[src/rtl/sixteen_subtractor_serial_pkg.sv]
// Shared definitions for the digit-serial subtractor: FSM states and size defaults.
package sixteen_subtractor_serial_pkg;

  typedef enum logic [1:0] {
    IDLE = 2'd0,
    CALC = 2'd1,
    DONE = 2'd2
  } state_e;

  localparam int WIDTH_DEF  = 16;
  localparam int DIGIT_DEF  = 4;
  localparam int NUM_DIGITS = WIDTH_DEF / DIGIT_DEF;

endpackage

[src/rtl/sixteen_subtractor_serial_digit_subtractor.sv]
// One DIGIT-bit slice of the subtractor: {bo, diff} = x - y - bi.
module digit_subtractor #(
  parameter int DIGIT = 4
) (
  input  logic [DIGIT-1:0] x,
  input  logic [DIGIT-1:0] y,
  input  logic             bi,
  output logic [DIGIT-1:0] diff,
  output logic             bo
);

  logic [DIGIT:0] full;

  // Subtract in DIGIT+1 bits; the top bit is set exactly when the slice underflows.
  always_comb begin
    full = {1'b0, x} - {1'b0, y} - {{DIGIT{1'b0}}, bi};
    diff = full[DIGIT-1:0];
    bo   = full[DIGIT];
  end

endmodule

[src/rtl/sixteen_subtractor_serial.sv]
// Digit-serial unsigned subtractor: d = a - b - bin, one DIGIT slice per cycle, LSB first.
//
// Handshake: a transfer on either side happens on a rising edge where valid and
// ready are both 1. in_ready is 1 only in IDLE; operands are sampled only on the
// accepting edge. out_valid, once 1, stays 1 with d/bout stable until out_ready=1.
module sixteen_subtractor_serial
  import sixteen_subtractor_serial_pkg::*;
#(
  parameter int WIDTH = WIDTH_DEF,
  parameter int DIGIT = DIGIT_DEF
) (
  input  logic             clk,
  input  logic             rst_n,
  input  logic             in_valid,
  output logic             in_ready,
  input  logic [WIDTH-1:0] a,
  input  logic [WIDTH-1:0] b,
  input  logic             bin,
  output logic [WIDTH-1:0] d,
  output logic             bout,
  output logic             out_valid,
  input  logic             out_ready,
  output state_e           dbg_state
);

  localparam int NUM = WIDTH / DIGIT;
  localparam int CW  = (NUM > 1) ? $clog2(NUM) : 1;
  localparam logic [CW-1:0] LAST = CW'(NUM - 1);

  state_e           state_q, state_d;
  logic [WIDTH-1:0] a_q, a_d, b_q, b_d;
  logic [WIDTH-1:0] res_q, res_d;
  logic [WIDTH-1:0] d_q, d_d;
  logic             borrow_q, borrow_d;
  logic             bout_q, bout_d;
  logic             ov_q, ov_d;
  logic [CW-1:0]    cnt_q, cnt_d;

  logic [31:0]      lsb;
  logic [WIDTH-1:0] a_sh, b_sh;
  logic [DIGIT-1:0] slice_diff;
  logic             slice_bo;

  // Select the current slice of both operands by shifting it down to bit 0.
  always_comb begin
    lsb  = 32'(cnt_q) * DIGIT;
    a_sh = a_q >> lsb;
    b_sh = b_q >> lsb;
  end

  digit_subtractor #(.DIGIT(DIGIT)) u_digit (
    .x    (a_sh[DIGIT-1:0]),
    .y    (b_sh[DIGIT-1:0]),
    .bi   (borrow_q),
    .diff (slice_diff),
    .bo   (slice_bo)
  );

  // FSM next state, datapath updates and handshake outputs.
  always_comb begin
    state_d  = state_q;
    a_d      = a_q;
    b_d      = b_q;
    res_d    = res_q;
    d_d      = d_q;
    borrow_d = borrow_q;
    bout_d   = bout_q;
    ov_d     = ov_q;
    cnt_d    = cnt_q;
    unique case (state_q)
      IDLE: begin
        if (in_valid) begin
          a_d      = a;
          b_d      = b;
          borrow_d = bin;
          cnt_d    = '0;
          res_d    = '0;
          state_d  = CALC;
        end
      end
      CALC: begin
        // res is cleared on acceptance, so OR-ing each slice into place is enough.
        res_d    = res_q | (WIDTH'(slice_diff) << lsb);
        borrow_d = slice_bo;
        cnt_d    = cnt_q + CW'(1);
        if (cnt_q == LAST) state_d = DONE;
      end
      DONE: begin
        // Result is registered onto d/bout one edge after entering DONE, then held.
        if (ov_q) begin
          if (out_ready) begin
            ov_d    = 1'b0;
            d_d     = '0;
            bout_d  = 1'b0;
            state_d = IDLE;
          end
        end else begin
          ov_d   = 1'b1;
          d_d    = res_q;
          bout_d = borrow_q;
        end
      end
      default: state_d = IDLE;
    endcase
  end

  // State and datapath registers with synchronous active-low reset.
  always_ff @(posedge clk) begin
    if (!rst_n) begin
      state_q  <= IDLE;
      a_q      <= '0;
      b_q      <= '0;
      res_q    <= '0;
      d_q      <= '0;
      borrow_q <= 1'b0;
      bout_q   <= 1'b0;
      ov_q     <= 1'b0;
      cnt_q    <= '0;
    end else begin
      state_q  <= state_d;
      a_q      <= a_d;
      b_q      <= b_d;
      res_q    <= res_d;
      d_q      <= d_d;
      borrow_q <= borrow_d;
      bout_q   <= bout_d;
      ov_q     <= ov_d;
      cnt_q    <= cnt_d;
    end
  end

  assign in_ready  = (state_q == IDLE);
  assign out_valid = ov_q;
  assign d         = d_q;
  assign bout      = bout_q;
  assign dbg_state = state_q;

endmodule

[config.mk]
export PLATFORM = sky130hd
export DESIGN_NAME = sixteen_subtractor_serial
export DESIGN_NICKNAME = d
export VERILOG_FILES = /design/src/rtl/sixteen_subtractor_serial_pkg.sv /design/src/rtl/sixteen_subtractor_serial_digit_subtractor.sv /design/src/rtl/sixteen_subtractor_serial.sv
export SDC_FILE = /design/constraint.sdc
export NUM_CORES = 1
export LEC_CHECK = 0
export CAP_MARGIN = 40
export CORE_UTILIZATION = 35
export CTS_CLUSTER_DIAMETER = 150
export CTS_CLUSTER_SIZE = 12
export DETAILED_ROUTE_END_ITERATION = 7
export SKIP_CTS_REPAIR_TIMING = 1
export SLEW_MARGIN = 20
export SYNTH_ARGS = -nofsm -noshare
export SYNTH_HDL_FRONTEND = slang
export SYNTH_HIERARCHICAL = 1
export SYNTH_SLANG_ARGS = --single-unit
[constraint.sdc]
create_clock -name clk -period 3.74 [get_ports clk]
set_clock_uncertainty 0.15 [all_clocks]
set_input_delay 1.122 -clock clk [delete_from_list [all_inputs] [get_ports clk]]
set_output_delay 1.122 -clock clk [all_outputs]
set_load 0.02 [all_outputs]
==> summary.txt, run 1 <==
post-placement cell area -> 0.00367 mm²
post-synthesis cell count -> 306
Die ar. -> 0.00903 mm²
most frequent cells in the layout -> 71 x dfxtp_1, 70 x nand2_1, 57 x clkdlybuf4s50_1
Final Hold Viols -> 0
worst setup margin -> 0.619 ns
Slew Limit Headroom -> 0.576
CTS tree -> built
FF-to-FF End -> res_q[12]
placed cell count -> 451
worst vdd ir -> 0.188 mV
Max Clk Rate -> 0.320 GHz
commonest non-fill, non-tap cell in the layout -> dfxtp_1
critical path's slowest cell -> dfxtp_1
Hold Crit Class -> flop to flop
largest net degree at the start of global routing -> 39
MaxCap Viol Count -> 0
Post-synth EDFFs -> 0
hold depth -> 2
pre-CTS setup slack -> 0.537 ns
final worst-path cycle share -> 0.835
Starting Density -> 0.365
total number of vias -> 2321
initial DRC count -> 62
Global Route Usage Sum -> 0.150
CP endpoint kind -> flop
crit start category -> flop
Final Util -> 0.473
Main synth FF type -> dfxtp_1
number of fill cells -> 797
Mapped Nets -> 352
initial antenna violation count -> 0
crit path max fanout -> 8
Avg WL per Cell -> 13.3 µm
post-synthesis cell type count -> 33
Clock Latency Late Sink -> 0.34 ns
YS warnings -> 6
DP HPWL -> 4350 µm
synthesized area per cell -> 9.90 µm²
run status -> finished, final reports clean
layout cells sized above 1 -> 0.0992
first-pass GRT wire length -> 10300 µm
Reg2Reg Setup Slack -> 0.62 ns
synth-to-layout area growth -> 29.5%
vias per cell -> 4.96
Leakage -> 1.42 nW
cell area after layout -> 0.00392 mm²
Setup CP Type -> flop to flop
antenna-violating nets left -> 0
critical path arrival -> 3.22 ns
Least-Margin Pin Slew -> 0.636 ns
TritonCTS buffer count -> 9
FF-to-FF Start -> cnt_q[0]
Async S/R FF share, synth -> 0
final setup fails -> 0
worst reg2reg path depth -> 8
max-slew violations -> 0
worst hold slack -> 0.312 ns
Critical Path RT -> 3.84 ns
Finished Layout Cells -> 468
setup TNS -> 0 ns
I/O pin cnt -> 58
CTS max path bufs -> 2
Port Buffer Count -> 57
sequential area share after synthesis -> 0.469
Power Density -> 453 mW/mm²
Routed WL -> 6240 µm
vias in the first global route -> 2231
overflow left after global routing -> 0
Die Height -> 95.0 µm
Root Driver -> clkbuf_8
DRC -> 0
Clock Sinks -> 71
Placer Congestion -> 0.738
Final #Nets -> 404
Slowest Stage Delay on Critical Path -> 0.54 ns
Core Footprint -> 0.00830 mm²
H-tree depth -> 3
Design Power -> 1.78 mW
row count -> 33
min cycle time layout -> 3.12 ns
Post-Syn Area -> 0.00303 mm²
Die W -> 95.0 µm
worst hold endpoint -> a_q[6]
DRT Pass-1 Iters -> 4
diodes inserted -> 0
RSZ-0062 raised after global routing -> no
CP cell instances -> buf_4 -> mux4_2 -> inv_1 -> fa_1 -> ha_1 -> xor2_1 -> nand4_1 -> a21boi_0
Yosys reg bits -> 71
CTS clock-pin slew for the worst setup and hold paths -> 0.07 ns
min-delay src -> a_q[6]
-- critical path: cells and delay by family, from the launching register on --
kind                     cells  cell delay [ns]
adder cells (fa/ha/maj)      2             0.74
flip-flops                   1             0.54
multiplexers                 1             0.49
XOR/XNOR                     1             0.40
buffers and inverters        2             0.34
AO/OA/AOI/OAI                1             0.23
AND/OR/NAND/NOR              1             0.14
-- final cells by class --
class	instances	area [µm²]	share of cell area
clock buffer	9	124	0.0316
clock inverter	7	120	0.0306
inverter	11	41.3	0.0105
multi-input combinational	200	1450	0.369
sequential	71	1420	0.362
tap	105	131	0.0335
timing repair buffer	65	637	0.162
-- power breakdown --
part	switching [mW]	total (mW)	internal, mW
logic	0.119	0.233	0.114
clock network	0.293	0.738	0.445
registers	0.0217	0.807	0.786
total	0.433	1.78	1.34
-- cells by family (layout without fill, tap and decap cells) --
kind of cell	Yosys count	count (layout)	share of synthesized area
mux	10	10	0.0661
xor+xnor	4	4	0.0116
flops	71	71	0.469
fa+ha+maj	9	9	0.0421
buf+inv	35	92	0.0545
simple gates	101	101	0.158
compound gates	76	76	0.198
-- cells in the mapped netlist (all sizes together) (2+ instances only) --
| cell type | number | area (µm²) |
|---|---|---|
| o21ai | 2 | 10.0 |
| dfxtp | 71 | 1420 |
| mux2i | 2 | 20.0 |
| buf | 16 | 93.8 |
| clkbuf | 8 | 30.0 |
| nand4 | 4 | 25.0 |
| fa | 2 | 40.0 |
| a32oi | 12 | 105 |
| a21oi | 3 | 18.8 |
| a21boi | 38 | 285 |
| nand2 | 70 | 263 |
| inv | 11 | 41.3 |
| a22o | 17 | 149 |
| xor2 | 4 | 35.0 |
| ha | 7 | 87.6 |
| nor2 | 2 | 7.51 |
| mux4 | 8 | 180 |
| nor2b | 18 | 113 |
| nand2b | 2 | 12.5 |
-- registers in the layout, indices dropped and copies added (netlist names) --
| signal | flops |
|---|---|
| cnt_q | 2 |
| d | 16 |
| b_q | 16 |
| res_q | 16 |
| out_valid | 1 |
| bout | 1 |
| borrow_q | 1 |
| a_q | 16 |
| dbg_state | 2 |
-- worst max-delay path by stage --
stage / depth (start not counted) / slack, ns / startpoint / endpoint
finish: 8 / 0.62 / cnt_q[0] / res_q[12]
global route: 10 / 0.42 / cnt_q[0] / res_q[11]
CTS: 8 / 0.60 / cnt_q[0] / res_q[12]
detailed placement: 3 / 0.54 / rst_n / d[2]
global placement: 3 / 0.53 / rst_n / d[13]
floorplan: 10 / 0.73 / cnt_q[0] / borrow_q
-- metal layers --
metal | GRT usage | routed length, µm
met5 | 0 | 0
met3 | 0.0391 | 235
met2 | 0.246 | 2980
met4 | 0.0568 | 64
met1 | 0.189 | 2960
(Power assumes the default switching activity.)
==> run 2, diff against run 1 <==
==> constraint.sdc (replaced) <==
create_clock -name clk -period 3.05 [get_ports clk]
set_clock_uncertainty 0.15 [all_clocks]
set_input_delay 0.915 -clock clk [delete_from_list [all_inputs] [get_ports clk]]
set_output_delay 0.915 -clock clk [all_outputs]
set_load 0.02 [all_outputs]
==> run 2 against run 1 <==
Global-route usage increased by 0.25 points. Final cell count increased by 0.21%. Cell area about the same. Critical endpoint is now res_q[3]. Highest routed layer unchanged. Clock-buffer cell count unchanged. Maximum frequency increased by 10%. First-iteration DRC count decreased by 21%. Total power increased by 19%. Worst hold slack improved by 0.0022 ns. Core utilization about the same. Clock power increased by 15%.
==> summary.txt, run 2 (synthesis results as in run 1) <==
crit start category -> flop (unchanged)
Critical Path RT -> 3.19 ns (was 3.84 ns)
Least-Margin Pin Slew -> 0.490 ns (was 0.636 ns)
critical path's slowest cell -> mux4_2 (was dfxtp_1)
antenna-violating nets left -> 0 (unchanged)
Final Hold Viols -> 0 (unchanged)
final worst-path cycle share -> 0.926 (was 0.835)
CTS clock-pin slew for the worst setup and hold paths -> 0.08 ns (was 0.07 ns)
CP endpoint kind -> flop (unchanged)
CTS tree -> built (unchanged)
overflow left after global routing -> 0 (unchanged)
max-slew violations -> 0 (unchanged)
setup TNS -> 0 ns (unchanged)
CP cell instances -> buf_4 -> mux4_2 -> inv_1 -> fa_1 -> ha_1 -> o21ai_0 -> nand3b_1 -> xor2_1 -> a32oi_1 -> nor2b_1 (was buf_4 -> mux4_2 -> inv_1 -> fa_1 -> ha_1 -> xor2_1 -> nand4_1 -> a21boi_0)
hold depth -> 2 (unchanged)
commonest non-fill, non-tap cell in the layout -> dfxtp_1 (unchanged)
Starting Density -> 0.365 (unchanged)
critical path arrival -> 2.97 ns (was 3.22 ns)
Core Footprint -> 0.00830 mm² (unchanged)
DRC -> 0 (unchanged)
Avg WL per Cell -> 13.1 µm (was 13.3 µm)
Slew Limit Headroom -> 0.673 (was 0.576)
Setup CP Type -> flop to flop (unchanged)
Slowest Stage Delay on Critical Path -> 0.48 ns (was 0.54 ns)
Final #Nets -> 405 (was 404)
row count -> 33 (unchanged)
Global Route Usage Sum -> 0.153 (was 0.150)
worst hold endpoint -> a_q[12] (was a_q[6])
initial DRC count -> 49 (was 62)
layout cells sized above 1 -> 0.102 (was 0.0992)
Leakage -> 1.42 nW (about the same)
synth-to-layout area growth -> 29.4% (was 29.5%)
worst vdd ir -> 0.223 mV (was 0.188 mV)
DRT Pass-1 Iters -> 4 (unchanged)
Hold Crit Class -> flop to flop (unchanged)
Placer Congestion -> 0.732 (was 0.738)
largest net degree at the start of global routing -> 50 (was 39)
vias per cell -> 4.83 (was 4.96)
Clock Latency Late Sink -> 0.35 ns (was 0.34 ns)
crit path max fanout -> 4 (was 8)
FF-to-FF End -> res_q[3] (was res_q[12])
Max Clk Rate -> 0.354 GHz (was 0.320 GHz)
pre-CTS setup slack -> 0.240 ns (was 0.537 ns)
I/O pin cnt -> 58 (unchanged)
Reg2Reg Setup Slack -> 0.22 ns (was 0.62 ns)
DP HPWL -> 4250 µm (was 4350 µm)
Clock Sinks -> 71 (unchanged)
worst setup margin -> 0.225 ns (was 0.619 ns)
total number of vias -> 2267 (was 2321)
diodes inserted -> 0 (unchanged)
Die W -> 95.0 µm (unchanged)
H-tree depth -> 3 (unchanged)
Die ar. -> 0.00903 mm² (unchanged)
FF-to-FF Start -> cnt_q[0] (unchanged)
most frequent cells in the layout -> 71 x dfxtp_1, 70 x nand2_1, 57 x clkdlybuf4s50_1 (unchanged)
min-delay src -> a_q[12] (was a_q[6])
TritonCTS buffer count -> 9 (unchanged)
MaxCap Viol Count -> 0 (unchanged)
min cycle time layout -> 2.83 ns (was 3.12 ns)
CTS max path bufs -> 2 (unchanged)
Port Buffer Count -> 57 (unchanged)
final setup fails -> 0 (unchanged)
Power Density -> 542 mW/mm² (was 453 mW/mm²)
worst reg2reg path depth -> 10 (was 8)
Root Driver -> clkbuf_8 (unchanged)
run status -> finished, final reports clean (unchanged)
first-pass GRT wire length -> 10400 µm (was 10300 µm)
Routed WL -> 6140 µm (was 6240 µm)
Die Height -> 95.0 µm (unchanged)
initial antenna violation count -> 0 (unchanged)
RSZ-0062 raised after global routing -> no (unchanged)
vias in the first global route -> 2263 (was 2231)
[run 2: area by class of cell]
| class | instances | area, µm² |
|---|---|---|
| well taps | 105 | 131 |
| multi-input cells | 200 | 1450 |
| inverters | 11 | 41.3 |
| clock buffers | 9 | 124 |
| fillers | 776 | 4380 |
| flip-flops and latches | 71 | 1420 |
| clock inverters | 7 | 103 |
| repair buffers | 66 | 651 |
[run 2: worst max-delay path: cells and delay by family, from the launching register on]
| family | cells | cell delay, ns |
|---|---|---|
| AO/OA/AOI/OAI | 2 | 0.34 |
| buffers and inverters | 2 | 0.25 |
| adder cells (fa/ha/maj) | 2 | 0.61 |
| multiplexers | 1 | 0.48 |
| XOR/XNOR | 1 | 0.31 |
| flip-flops | 1 | 0.38 |
| AND/OR/NAND/NOR | 2 | 0.24 |
[run 2: worst max path at each step]
| stage | cells past startpoint | startpoint | end |
|---|---|---|---|
| 3_5_place_dp | 10 | cnt_q[0] | res_q[3] |
| 3_3_place_gp | 10 | cnt_q[0] | res_q[3] |
| 5_1_grt | 10 | cnt_q[0] | res_q[11] |
| 2_1_floorplan | 10 | cnt_q[0] | borrow_q |
| 6_report | 10 | cnt_q[0] | res_q[3] |
| 4_1_cts | 10 | cnt_q[0] | res_q[3] |
[run 2: where the power goes]
group          internal [mW]  switching [mW]
Clock                  0.470           0.379
Sequential             0.963          0.0240
Combinational          0.142           0.145
[run 2: metrics by stage]
step           total power, mW  std cells  cell area (µm²)  hold slack [ns]  utilization
2_1_floorplan             1.19        306             3030            0.285            -
3_3_place_gp              1.29        453             3690            0.299        0.445
3_5_place_dp              1.30        453             3690            0.306        0.445
4_1_cts                   2.16        469             3920            0.317        0.472
5_1_grt                   2.22        469             3920            0.329        0.472
6_report                  2.12        469             3920            0.314        0.472
[run 2: layer usage]
metal / wire, µm / vias up / global-route usage
met4: 86 / 0 / 0.0720
met3: 237 / 10 / 0.0367
met2: 2890 / 46 / 0.249
met1: 2930 / 1043 / 0.189
met5: 0 / - / 0
li1: - / 1168 / -
==> run 3, diff against run 2 <==
--- a/config.mk
+++ b/config.mk
@@ -6,7 +6,7 @@
 export NUM_CORES = 1
 export LEC_CHECK = 0
 export CAP_MARGIN = 40
-export CORE_UTILIZATION = 35
+export CORE_UTILIZATION = 40
 export CTS_CLUSTER_DIAMETER = 150
 export CTS_CLUSTER_SIZE = 12
 export DETAILED_ROUTE_END_ITERATION = 7
==> run 3 against run 2 <==
Clock power decreased by 23%. Routed wire length decreased by 2.1%. Die area decreased by 12%. Non-clock buffer count unchanged. Critical path depth decreased by 2. Final cell count decreased by 1.3%. Via count increased by 0.75%. Clock-buffer cell count increased by 1. Global-route usage increased by 2.1 points. Register-to-register slack improved by 0.02 ns.
==> summary.txt, run 3 (synthesis results as in run 1) <==
Critical Path RT -> 3.17 ns (was 3.19 ns)
RSZ-0062 raised after global routing -> no (unchanged)
FF-to-FF End -> borrow_q (was res_q[3])
grt met3 use -> 0.0360 (was 0.0367)
worst vdd ir -> 0.192 mV (was 0.223 mV)
Routed WL -> 6010 µm (was 6140 µm)
critical path arrival -> 2.93 ns (was 2.97 ns)
CTS tree -> built (unchanged)
crit path max fanout -> 4 (unchanged)
Reg2Reg Setup Slack -> 0.25 ns (was 0.22 ns)
DRT Pass-1 Iters -> 4 (unchanged)
Final Hold Viols -> 0 (unchanged)
critical path's slowest cell -> mux4_2 (unchanged)
worst reg2reg path depth -> 8 (was 10)
met1 usage -> 0.227 (was 0.189)
global routing usage on met2 -> 0.279 (was 0.249)
H-tree depth -> 3 (unchanged)
vias per cell -> 4.93 (was 4.83)
cell with the most instances on the worst path -> fa_1
commonest non-fill, non-tap cell in the layout -> dfxtp_1 (unchanged)
Power Density -> 502 mW/mm² (was 542 mW/mm²)
number of fill cells -> 705 (was 776)
CP cell instances -> mux4_2 -> fa_1 -> fa_1 -> nand2b_1 -> a21oi_2 -> xor2_1 -> o221ai_1 -> a21oi_1 (was buf_4 -> mux4_2 -> inv_1 -> fa_1 -> ha_1 -> o21ai_0 -> nand3b_1 -> xor2_1 -> a32oi_1 -> nor2b_1)
Die W -> 89.0 µm (was 95.0 µm)
Clock Latency Late Sink -> 0.34 ns (was 0.35 ns)
most frequent cells in the layout -> 71 x dfxtp_1, 70 x nand2_1, 57 x clkdlybuf4s50_1 (unchanged)
Hold Crit Class -> flop to flop (unchanged)
Max Clk Rate -> 0.357 GHz (was 0.354 GHz)
max-slew violations -> 0 (unchanged)
final worst-path cycle share -> 0.919 (was 0.926)
I/O pin cnt -> 58 (unchanged)
post-placement cell area -> 0.00367 mm² (was 0.00369 mm²)
Root Driver -> clkbuf_8 (unchanged)
hold depth -> 2 (unchanged)
initial DRC count -> 73 (was 49)
Leakage -> 1.40 nW (was 1.42 nW)
cell area after layout -> 0.00385 mm² (was 0.00392 mm²)
final setup fails -> 0 (unchanged)
CTS max path bufs -> 2 (unchanged)
first-pass GRT wire length -> 10400 µm (about the same)
vias in the first global route -> 2220 (was 2263)
synth-to-layout area growth -> 27.0% (was 29.4%)
Core Footprint -> 0.00729 mm² (was 0.00830 mm²)
Slew Limit Headroom -> 0.582 (was 0.673)
total number of vias -> 2284 (was 2267)
TritonCTS buffer count -> 9 (unchanged)
diodes inserted -> 0 (unchanged)
Slowest Stage Delay on Critical Path -> 0.55 ns (was 0.48 ns)
Port Buffer Count -> 57 (unchanged)
multi-input logic area -> 0.00145 mm² (unchanged)
crit start category -> flop (unchanged)
DRC -> 0 (unchanged)
Die Height -> 89.0 µm (was 95.0 µm)
FF-to-FF Start -> cnt_q[0] (unchanged)
setup TNS -> 0 ns (unchanged)
layout cells sized above 1 -> 0.102 (unchanged)
Die ar. -> 0.00792 mm² (was 0.00903 mm²)
Avg WL per Cell -> 13.0 µm (was 13.1 µm)
worst hold endpoint -> a_q[13] (was a_q[12])
Starting Density -> 0.415 (was 0.365)
Setup CP Type -> flop to flop (unchanged)
row count -> 31 (was 33)
Placer Congestion -> 0.712 (was 0.732)
Least-Margin Pin Slew -> 0.627 ns (was 0.490 ns)
largest net degree at the start of global routing -> 50 (unchanged)
DP HPWL -> 4160 µm (was 4250 µm)
min-delay src -> a_q[13] (was a_q[12])
overflow left after global routing -> 0 (unchanged)
initial antenna violation count -> 0 (unchanged)
MaxCap Viol Count -> 0 (unchanged)
min cycle time layout -> 2.80 ns (was 2.83 ns)
antenna-violating nets left -> 0 (unchanged)
Final #Nets -> 405 (unchanged)
CTS clock-pin slew for the worst setup and hold paths -> 0.07 ns (was 0.08 ns)
gr busiest metal -> met2 (unchanged)
Global Route Usage Sum -> 0.174 (was 0.153)
storage element area -> 0.00142 mm² (unchanged)
Clock Sinks -> 71 (unchanged)
run status -> finished, final reports clean (unchanged)
CP endpoint kind -> flop (unchanged)
[run 3: changes by cell type in the layout (fill, tap and decap cells not counted), sizes merged]
| cell | before | now |
|---|---|---|
| clkinv | 1 | 5 |
| inv | 14 | 11 |
| bufinv | 2 | 0 |
| clkbuf | 9 | 10 |
[run 3: worst max path at each step]
stage | from | endpoint
floorplan | cnt_q[0] | borrow_q
global placement | cnt_q[0] | borrow_q
detailed placement | cnt_q[0] | borrow_q
CTS | cnt_q[0] | borrow_q
global route | cnt_q[0] | res_q[15]
finish | cnt_q[0] | borrow_q
[run 3: final cells by class]
| cell class | instances | area share |
|---|---|---|
| multi-input combinational | 200 | 0.377 |
| inverter | 11 | 0.0107 |
| sequential | 71 | 0.369 |
| clock inverter | 6 | 0.00943 |
| tap | 99 | 0.0322 |
| clock buffer | 10 | 0.0358 |
| timing repair buffer | 66 | 0.166 |
[run 3: power by group]
part,internal [mW],switching [mW]
combinational,0.140,0.147
sequential,0.964,0.0235
clock,0.312,0.344
total,1.42,0.514
[run 3: per-stage QoR]
step	setup WS, ns	cells	util	hold slack, ns	total power [mW]
detailed placement	0.270	447	0.504	0.306	1.30
finish	0.246	463	0.528	0.312	1.93
global route	0.00890	463	0.528	0.334	2.03
global placement	0.337	447	0.504	0.300	1.29
floorplan	0.0422	306	-	0.285	1.19
CTS	0.251	463	0.528	0.317	1.95
[run 3: critical path, delay by kind of cell (launching register included)]
kind                       cells  cell delay, ns
AOI/OAI and AO/OA              3            0.42
xor gates and xnor gates       1            0.16
muxes                          1            0.55
and+or+nand+nor                1            0.17
adders and majority gates      2            0.85
DFF                            1            0.43
[run 3: metal layers]
| layer | wire, µm | part of all wire | vias to the layer above |
|---|---|---|---|
| met1 | 3040 | 0.51 | 1052 |
| met5 | 0 | 0 | - |
| met4 | 108 | 0.018 | 0 |
| li1 | - | - | 1173 |
| met2 | 2690 | 0.45 | 47 |
| met3 | 179 | 0.030 | 12 |
